==> src/rtl/alu_pkg.sv <==
// Shared ALU definitions: operand width and operand-loader state encoding.
package alu_pkg;

  localparam int ALU_WIDTH = 6;

  typedef enum logic [1:0] {
    S_A     = 2'b00,
    S_B     = 2'b01,
    S_READY = 2'b10
  } state_t;

endpackage

==> src/rtl/btn_debounce.sv <==
// Push-button debouncer: the stable level follows raw only after DEBOUNCE_CYCLES
// consecutive mismatching samples; press pulses for one cycle on each accepted rise.
module btn_debounce #(
  parameter int DEBOUNCE_CYCLES = 1000000
) (
  input  logic clk,
  input  logic reset,
  input  logic raw,
  output logic stable,
  output logic press
);

  localparam int CW = $clog2(DEBOUNCE_CYCLES) + 1;
  localparam logic [CW-1:0] LAST = CW'(DEBOUNCE_CYCLES - 1);
  localparam logic [CW-1:0] ONE  = CW'(1);

  logic [CW-1:0] count_reg;
  logic          stable_reg;
  logic          prev_reg;

  always_ff @(posedge clk) begin
    if (reset) begin
      count_reg  <= '0;
      stable_reg <= 1'b0;
      prev_reg   <= 1'b0;
    end else begin
      prev_reg <= stable_reg;
      if (raw != stable_reg) begin
        // The count saturates at LAST because reaching it flips the level.
        if (count_reg == LAST) begin
          stable_reg <= raw;
          count_reg  <= '0;
        end else begin
          count_reg <= count_reg + ONE;
        end
      end else begin
        count_reg <= '0;
      end
    end
  end

  assign stable = stable_reg;
  assign press  = stable_reg & ~prev_reg;

endmodule

==> src/rtl/alu_operand_loader.sv <==
// Captures ALU operands A and B from the switches, one per debounced button press.
// Define ALU_OPLOAD_SYNC_EN to pass btn_in/sw_in through 2-flop synchronizers first.
module alu_operand_loader
  import alu_pkg::*;
#(
  parameter int WIDTH           = ALU_WIDTH,
  parameter int DEBOUNCE_CYCLES = 1000000
) (
  input  logic             clk,
  input  logic             reset,
  input  logic [WIDTH-1:0] sw_in,
  input  logic             btn_in,
  output logic [WIDTH-1:0] op_a,
  output logic [WIDTH-1:0] op_b,
  output logic             operands_valid,
  output logic [1:0]       step
);

  logic [WIDTH-1:0] sw_s;
  logic             btn_s;

`ifdef ALU_OPLOAD_SYNC_EN
  logic [1:0] btn_sync_reg;
  logic [WIDTH-1:0] sw_sync0_reg;
  logic [WIDTH-1:0] sw_sync1_reg;

  always_ff @(posedge clk) begin
    if (reset) begin
      btn_sync_reg <= 2'b00;
      sw_sync0_reg <= '0;
      sw_sync1_reg <= '0;
    end else begin
      btn_sync_reg <= {btn_sync_reg[0], btn_in};
      sw_sync0_reg <= sw_in;
      sw_sync1_reg <= sw_sync0_reg;
    end
  end

  assign btn_s = btn_sync_reg[1];
  assign sw_s  = sw_sync1_reg;
`else
  assign btn_s = btn_in;
  assign sw_s  = sw_in;
`endif

  logic btn_stable;
  logic btn_press;

  btn_debounce #(
    .DEBOUNCE_CYCLES(DEBOUNCE_CYCLES)
  ) u_debounce (
    .clk   (clk),
    .reset (reset),
    .raw   (btn_s),
    .stable(btn_stable),
    .press (btn_press)
  );

  state_t           state_reg;
  logic [WIDTH-1:0] op_a_reg;
  logic [WIDTH-1:0] op_b_reg;
  logic             valid_reg;

  always_ff @(posedge clk) begin
    if (reset) begin
      state_reg <= S_A;
      op_a_reg  <= '0;
      op_b_reg  <= '0;
      valid_reg <= 1'b0;
    end else begin
      case (state_reg)
        S_A: begin
          if (btn_press) begin
            op_a_reg  <= sw_s;
            state_reg <= S_B;
            valid_reg <= 1'b0;
          end
        end
        S_B: begin
          if (btn_press) begin
            op_b_reg  <= sw_s;
            state_reg <= S_READY;
            valid_reg <= 1'b1;
          end
        end
        S_READY: begin
          // Reload A only; B is kept so the user can sweep A against a fixed B.
          if (btn_press) begin
            op_a_reg  <= sw_s;
            state_reg <= S_B;
            valid_reg <= 1'b0;
          end
        end
        default: begin
          state_reg <= S_A;
          valid_reg <= 1'b0;
        end
      endcase
    end
  end

  assign op_a           = op_a_reg;
  assign op_b           = op_b_reg;
  assign operands_valid = valid_reg;
  assign step           = state_reg;

endmodule

==> config.mk <==
export PLATFORM = sky130hd
export DESIGN_NAME = alu_operand_loader
export DESIGN_NICKNAME = d
export VERILOG_FILES = /design/src/rtl/alu_pkg.sv /design/src/rtl/btn_debounce.sv /design/src/rtl/alu_operand_loader.sv
export SDC_FILE = /design/constraint.sdc
export NUM_CORES = 1
export LEC_CHECK = 0
export BUFFER_PORTS_ARGS = -buffer_cell sky130_fd_sc_hd__clkbuf_2
export CAP_MARGIN = 10
export CORE_UTILIZATION = 59
export CTS_CLUSTER_DIAMETER = 50
export CTS_CLUSTER_SIZE = 28
export DETAILED_ROUTE_END_ITERATION = 8
export PLACE_DENSITY = 0.82
export SYNTH_ARGS = -nofsm -noshare
export SYNTH_HDL_FRONTEND = slang
export SYNTH_SLANG_ARGS = --single-unit
==> constraint.sdc <==
create_clock -name clk -period 5.2 [get_ports clk]
set_input_delay 0.26 -clock clk [delete_from_list [all_inputs] [get_ports clk]]
set_output_delay 0.26 -clock clk [all_outputs]
set_load 0.005 [all_outputs]
==> impl_metrics.toml, run 1 <==
[global_route]
grt_max_degree = 19
grt.overflow.total = 0
grtUsageTotal_pct = 24.9
grt_pass1_wl_mm = 4.98
grt_pass1_vias = 1187
antenna_found_initial = 0

[synthesis]
async_reset_ff_share_pct = 0
netlist_instances = 174
synth.cell_area_um2 = 1580
synth_area_leaders = "dfxtp_1, nor2_1, xor2_1"
synth-seq-cells = 37
synth_top_cell_by_area = "dfxtp_1"
synth_top_area_share_pct = 47.0
ys.flop_type = "dfxtp_1"
seq_area_frac_synth_pct = 47.0
synth_edf_count = 0
ys_warn_count = 0
avgSynthCellArea_um2 = 9.05
synth_fp_nets = 184
synth_cell_types = 31

[cells_and_area]
mostFrequentLayoutCell = "dfxtp_1"
largest_reg_flops = 21
final_net_count = 207
multi_input_area_um2 = 773
final_cell_mix = "dfxtp_1, nor2_1, clkbuf_2, a21oi_1"
area_growth_pct = 10.5
num-fill-cells = 200
n_antenna_cell = 0
ff_latch_area_um2 = 741
drive_above_1_share_pct = 18.3

[placement]
place.detailed.hpwl_mm = 2.27
port_buffers = 23
gp_congestion = 0.778
dpl_worst_slack_ns = 2.94

[timing]
fin_crit_ns = 2.31
drv_slew = 0
timing.setup.tns_ns = 0
fin_skew_ns = 0.0196
final_hold_viol_count = 0
relSlewSlack_pct = 45.8
report.final.setup_viol = 0
fmax_mhz = 434
fin_ws_ns = 2.89
rsz0062_at_grt = "false"
tightestPinTransition_ns = 0.803
period_share_pct = 44.3

[die]
initial_core_util_pct = 63.0
rows = 18
dieArea_um2 = 2880
core_um2 = 2500
die_h_um = 53.7
num_io_pins = 24
die_w_um = 53.7

[pwr]
leakage_nw = 0.625
power_density_nw_per_um2 = 259
ir_drop_mv = 0.219

[drt]
post-route-drc-count = 0
vias_per_cell = 5.66
routedWlPerCell_um = 13.5
dr.pass1.iters = 4
drtIter0Drc = 14
wirelength_mm = 3.07
num_vias = 1284
ant_nets = 0

[min_path]
hold_class = "in2reg"
holdPathEnd = "op_a[1]$_SDFFE_PP0P_"
min_from = "sw_in[1]"
hold_path_depth = 3

[critical_path]
arrival_ns = 2.54
rr_startpoint = "u_debounce.count_reg[0]$_SDFF_PP0_"
critPathKind = "reg2reg"
reg2regPathDepth = 6
r2r_slack_ns = 2.89
timing.rr.end = "u_debounce.count_reg[2]$_SDFF_PP0_"
cp-end-kind = "flip-flop"
critPathMaxFanout = 12
required_ns = 5.43
start_kind = "flip-flop"

[cts]
path_clk_slew_ns = 0.10
insertion_delay_ns = 0.35
cts_inserted_buffers = 5
ctsHoldBuffers = 0
clock_sinks = 37
cts-resized-gates = 0
cts_max_level = 2
ctsLongestPathBuffers = 2
tritoncts = "built"
cts_setup_buffers = 0
cts_root_buf = "clkbuf_4"

[flow_run]
cap_violations = 0

[status]
status = "complete, no violations"
-- stage by stage --
step / cells / hold slack [ns] / util, % / total power (W) / instance area (um2)
3_3_place_gp: 220 / 0.461 / 67.3 / 0.000302 / 1680
2_1_floorplan: 174 / 0.396 / - / 0.000298 / 1580
5_1_grt: 227 / 0.139 / 69.6 / 0.000461 / 1740
6_report: 227 / 0.142 / 69.6 / 0.000451 / 1740
4_1_cts: 227 / 0.133 / 69.6 / 0.000453 / 1740
3_5_place_dp: 220 / 0.470 / 67.3 / 0.000303 / 1680
-- layout make-up --
cell class	instances	area share (%)
Tap cell	30	2.16
Clock buffer	6	2.95
Clock inverter	1	0.431
Inverter	2	0.431
Sequential cell	37	42.6
Timing Repair Buffer	24	7.05
Multi-Input combinational cell	127	44.4
-- logic make-up (layout without fill, tap and decap cells) --
logic type      Yosys count  in the layout  synth area share (%)
compound gates           29             29                  10.6
xor+xnor                 13             13                  7.23
fa+ha+maj                 1              1                 0.794
buf+inv                  10             33                  3.89
flops                    37             37                  47.0
mux                       7              7                  4.53
simple gates             77             77                  26.0
-- how the worst max path moves through the flow --
stage	from	endpoint	slack (ns)
2_1_floorplan	u_debounce.count_reg[0]$_SDFF_PP0_	u_debounce.count_reg[11]$_SDFF_PP0_	3.54
3_3_place_gp	u_debounce.count_reg[0]$_SDFF_PP0_	u_debounce.count_reg[2]$_SDFF_PP0_	3.05
3_5_place_dp	u_debounce.count_reg[0]$_SDFF_PP0_	u_debounce.count_reg[10]$_SDFF_PP0_	2.94
4_1_cts	u_debounce.count_reg[0]$_SDFF_PP0_	u_debounce.count_reg[2]$_SDFF_PP0_	2.92
5_1_grt	u_debounce.count_reg[0]$_SDFF_PP0_	u_debounce.count_reg[5]$_SDFF_PP0_	2.73
6_report	u_debounce.count_reg[0]$_SDFF_PP0_	u_debounce.count_reg[2]$_SDFF_PP0_	2.89
-- critical path, stage by stage (launching register included) --
cell	delay [ns]
dfxtp_1	0.42
ha_1	0.25
and2_1	0.21
nand2_1	0.13
o41ai_2	0.80
buf_4	0.31
nor2_1	0.07
-- Yosys cell counts (2+ instances only) --
cell type and instances:
o31ai_1 4, nor2_1 23, nor2b_1 5, xor2_1 9, or4_1 4, nand4_1 4, xnor2_1 4, a21oi_1 15
nor4b_1 2, mux2i_1 6, or3_1 3, nand3_1 12, nor4_1 3, dfxtp_1 37, o21ai_0 9, nand2_1 12
inv_1 2, and3_1 3, buf_4 2, clkbuf_1 3, buf_6 2
-- routing by layer --
layer / global-route usage [%] / part of all wire (%)
met4: 14.0 / 1.4
met3: 7.06 / 3.6
met5: 0 / 0
met1: 27.6 / 45
met2: 42.2 / 50
-- power breakdown --
part	internal (W)	leakage (nW)	switching (W)
Combinational	0.00000429	0.297	0.00000704
Sequential	0.000284	0.298	0.00000101
Clock	0.0000633	0.0303	0.0000911
Power figures use the tool's default switching activity.
==> run 2: changes to the inputs <==
- CORE_UTILIZATION: 59 -> 49
- PLACE_DENSITY: 0.82 -> 0.73
- clock period: 5.2 -> 2.09 ns (I/O delays scaled with it)
==> impl_metrics.toml, run 2 (synthesis gave the netlist of run 1 again) <==
[status]
status = "complete, no violations"

[timing]
relSlewSlack_pct = 72.3
drv_slew = 0
period_share_pct = 90.8
tightestPinTransition_ns = 0.414
fin_skew_ns = 0.0132
fin_crit_ns = 1.90
timing.setup.tns_ns = 0
final_hold_viol_count = 0
rsz0062_at_grt = "false"
fmax_mhz = 527
report.final.setup_viol = 0

[pwr]
ir_drop_mv = 0.620
leakage_nw = 0.699
p_total_w = 0.00135
power_density_nw_per_um2 = 712

[die]
rows = 20
die_w_um = 58.7
die_h_um = 58.7
dieArea_um2 = 3450
initial_core_util_pct = 51.6
core_um2 = 3050
num_io_pins = 24

[cells_and_area]
drive_above_1_share_pct = 19.3
largest_reg_flops = 21
final_net_count = 216
final_cell_mix = "dfxtp_1, nor2_1, clkbuf_2, a21oi_1"
n_antenna_cell = 0
fin_area_um2 = 1900
area_growth_pct = 20.3
mostFrequentLayoutCell = "dfxtp_1"

[drt]
num_vias = 1323
drtIter0Drc = 54
wirelength_mm = 3.12
post-route-drc-count = 0
vias_per_cell = 5.27
dr.pass1.iters = 4
routedWlPerCell_um = 12.4
ant_nets = 0

[critical_path]
slowest_stage = "dfxtp_1"
path_cells = "ha_1 -> and2_1 -> nand2_1 -> nor4_1 -> mux2_2"
critPathKind = "reg2reg"
critPathBufInv = 0
start_kind = "flip-flop"
slowest_delay_ns = 0.44
reg2regPathDepth = 5
required_ns = 2.32
cp-end-kind = "flip-flop"
crit_family = "simple AND/OR/NAND/NOR gates"
arrival_ns = 2.13
crit_cells = 5
critPathMaxFanout = 6

[global_route]
grt.overflow.total = 0
grt_max_degree = 19
grtUsageTotal_pct = 20.9
grt_pass1_wl_mm = 5.26
antenna_found_initial = 0
grt_pass1_vias = 1240

[cts]
cts_root_buf = "clkbuf_4"
ctsLongestPathBuffers = 2
clock_sinks = 37
cts_max_level = 2
insertion_delay_ns = 0.35
tritoncts = "built"
cts_inserted_buffers = 5
path_clk_slew_ns = 0.10

[placement]
place.detailed.hpwl_mm = 2.23
port_buffers = 23
place_area_um2 = 1720
gp_congestion = 0.756

[min_path]
hold_path_depth = 3
hold_class = "in2reg"

[flow_run]
cap_violations = 0
[run 2: cell type report]
class	count	area, um2
repair buffers	33	205
inverters	2	7.51
well taps	44	55.1
fillers	286	1160
clock inverters	3	65.1
clock buffers	5	37.5
multi-input cells	127	785
flip-flops and latches	37	741
[run 2: path summary, 6_finish.rpt]
check	startpoint	end	slack, ns
worst min-delay path	btn_in	u_debounce.count_reg[4]$_SDFF_PP0_	0.09
worst max register to register	u_debounce.count_reg[0]$_SDFF_PP0_	u_debounce.stable$_SDFFE_PP0P_	0.19
worst min register to register	op_a[3]$_SDFFE_PP0P_	op_a[3]$_SDFFE_PP0P_	0.49
worst max-delay path	u_debounce.count_reg[0]$_SDFF_PP0_	u_debounce.stable$_SDFFE_PP0P_	0.19
[run 2: repair_timing]
action                                  4_1_cts  5_1_grt
endpoints found under the setup margin        0        8
endpoints found under the hold margin         8        0
resized for setup                             0        1
buffers inserted                              0        0
hold buffers                                  6        0
[run 2: worst reg2reg max path, delay by kind of cell, from the launching register on]
family / cells / cell delay (ns)
adders and majority gates: 1 / 0.26
DFF: 1 / 0.44
muxes: 1 / 0.37
and+or+nand+nor: 3 / 0.73
[run 2: metrics by stage]
stage               std cells  utilization, %  hold slack, ns  worst slack (ns)
floorplan                 174               -           0.241             0.433
global placement          237            56.4           0.348             0.291
detailed placement        237            56.4           0.359             0.182
CTS                       251            61.7          0.0738             0.164
global route              251            62.1           0.105            0.0402
finish                    251            62.1          0.0890             0.193
[run 2: metal layers]
layer	vias up	share of wire (%)	track usage [%]
met5	-	0	0
met4	0	1.5	9.86
met2	35	52	34.8
met3	6	4.4	6.81
met1	607	42	24.3
li1	675	-	-
[run 2: power by group]
group | leakage, nW | total, W | internal [W] | switching [W]
registers | 0.298 | 0.000709 | 0.000707 | 0.00000273
clock network | 0.0552 | 0.000600 | 0.000370 | 0.000230
logic | 0.346 | 0.0000395 | 0.0000199 | 0.0000196
total | 0.699 | 0.00135 | 0.00110 | 0.000252
==> run 3: changes to the inputs <==
- CORE_ASPECT_RATIO: default -> 1.2
- PLACE_DENSITY: 0.73 -> 0.79
==> impl_metrics.toml, run 3 (synthesis gave the netlist of run 1 again) <==
[status]
status = "complete, no violations"

[critical_path]
critPathKind = "reg2reg"
arrival_ns = 2.06
r2r_slack_ns = 0.25
cp-end-kind = "flip-flop"
required_ns = 2.32
reg2regPathDepth = 6
timing.rr.end = "u_debounce.count_reg[11]$_SDFF_PP0_"
rr_startpoint = "u_debounce.count_reg[0]$_SDFF_PP0_"
start_kind = "flip-flop"
critPathMaxFanout = 14

[timing]
period_share_pct = 87.8
timing.setup.tns_ns = 0
relSlewSlack_pct = 67.9
rsz0062_at_grt = "false"
tightestPinTransition_ns = 0.480
hold-worst-slack_ns = 0.00972
final_hold_viol_count = 0
fin_skew_ns = 0.0170
fmax_mhz = 545
fin_ws_ns = 0.255
fin_crit_ns = 1.84
report.final.setup_viol = 0
drv_slew = 0

[pwr]
leakage_nw = 0.649
power_density_nw_per_um2 = 601
ir_drop_mv = 0.558
p_total_w = 0.00107

[placement]
gp_congestion = 0.795
place.detailed.hpwl_mm = 2.12
dpl_worst_slack_ns = 0.255
port_buffers = 23

[global_route]
grt_pass1_vias = 1258
grt_max_degree = 19
antenna_found_initial = 0
grt.overflow.total = 0
grtUsageTotal_pct = 20.6
grt_pass1_wl_mm = 5.15

[die]
initial_core_util_pct = 51.6
rows = 22
dieArea_um2 = 3450
die_h_um = 64.1
num_io_pins = 24
core_um2 = 3060
die_w_um = 53.8

[drt]
dr.pass1.iters = 4
ant_nets = 0
post-route-drc-count = 0
drtIter0Drc = 25
num_vias = 1304
routedWlPerCell_um = 12.9
vias_per_cell = 5.48
wirelength_mm = 3.06

[cells_and_area]
largest_reg_flops = 21
mostFrequentLayoutCell = "dfxtp_1"
area_growth_pct = 13.4
final_cell_mix = "dfxtp_1, nor2_1, clkbuf_2, a21oi_1"
n_antenna_cell = 0
fin_util_pct = 58.5
drive_above_1_share_pct = 18.3
final_net_count = 213

[min_path]
hold_class = "in2reg"
hold_path_depth = 3
min_from = "sw_in[2]"
holdPathEnd = "op_a[2]$_SDFFE_PP0P_"

[cts]
path_clk_slew_ns = 0.09
cts_inserted_buffers = 5
ctsLongestPathBuffers = 2
insertion_delay_ns = 0.34
clock_sinks = 37
cts_root_buf = "clkbuf_4"
cts_setup_buffers = 0
tritoncts = "built"
cts-resized-gates = 0
cts_max_level = 2

[flow_run]
cap_violations = 0
==> run 3: changes by cell type in the layout (fill, tap and decap cells not counted) <==
cell | before | now
bufinv_16 | 2 | 0
buf_4 | 4 | 3
dlygate4sd3_1 | 6 | 4
o41ai_2 | 0 | 1
o41ai_4 | 1 | 0
==> run 3: cell type report <==
class                           count  area [um2]
Inverter                            2        7.51
Clock buffer                        5        37.5
Timing Repair Buffer               30         178
Fill cell                         259        1270
Multi-Input combinational cell    127         773
Tap cell                           36        45.0
Clock inverter                      1        5.00
Sequential cell                    37         741
==> run 3: how the worst max path moves through the flow <==
stage / from / end / slack (ns)
finish: u_debounce.count_reg[0]$_SDFF_PP0_ / u_debounce.count_reg[11]$_SDFF_PP0_ / 0.25
global route: u_debounce.count_reg[0]$_SDFF_PP0_ / u_debounce.count_reg[12]$_SDFF_PP0_ / 0.13
CTS: u_debounce.count_reg[0]$_SDFF_PP0_ / u_debounce.count_reg[18]$_SDFF_PP0_ / 0.25
detailed placement: u_debounce.count_reg[0]$_SDFF_PP0_ / u_debounce.count_reg[19]$_SDFF_PP0_ / 0.25
global placement: u_debounce.count_reg[0]$_SDFF_PP0_ / u_debounce.stable$_SDFFE_PP0P_ / 0.34
floorplan: u_debounce.count_reg[0]$_SDFF_PP0_ / u_debounce.count_reg[12]$_SDFF_PP0_ / 0.43
==> run 3: per-layer routing <==
metal	track usage [%]	up-vias	part of all wire (%)
met5	0	-	0
met4	12.5	0	3.2
met3	6.43	10	2.9
met2	32.6	16	48
met1	23.3	610	46
li1	-	668	-
==> run 3: per-stage QoR <==
stage	std cells	area (um2)
3_3_place_gp	228	1700
6_report	238	1790
3_5_place_dp	228	1700
4_1_cts	238	1790
5_1_grt	238	1790
2_1_floorplan	174	1580
==> run 3: critical path: stages (launching register included) <==
cell and delay, ns:
dfxtp_1 0.41, ha_1 0.24, and2_1 0.21, nand2_1 0.12, o41ai_2 0.43, buf_4 0.26, nor2_1 0.06
==> run 3: timing repair <==
| item | in CTS | in global routing |
|---|---|---|
| endpoints found under the setup margin | 0 | 0 |
| hold endpoints to repair | 4 | 0 |
| hold buffers | 4 | 0 |
==> run 3: power breakdown <==
part | leakage (nW) | switching [W] | internal, W | total, W
registers | 0.298 | 0.00000223 | 0.000706 | 0.000709
clock network | 0.0269 | 0.000213 | 0.000117 | 0.000330
logic | 0.324 | 0.0000190 | 0.0000167 | 0.0000356
total | 0.649 | 0.000235 | 0.000840 | 0.00107
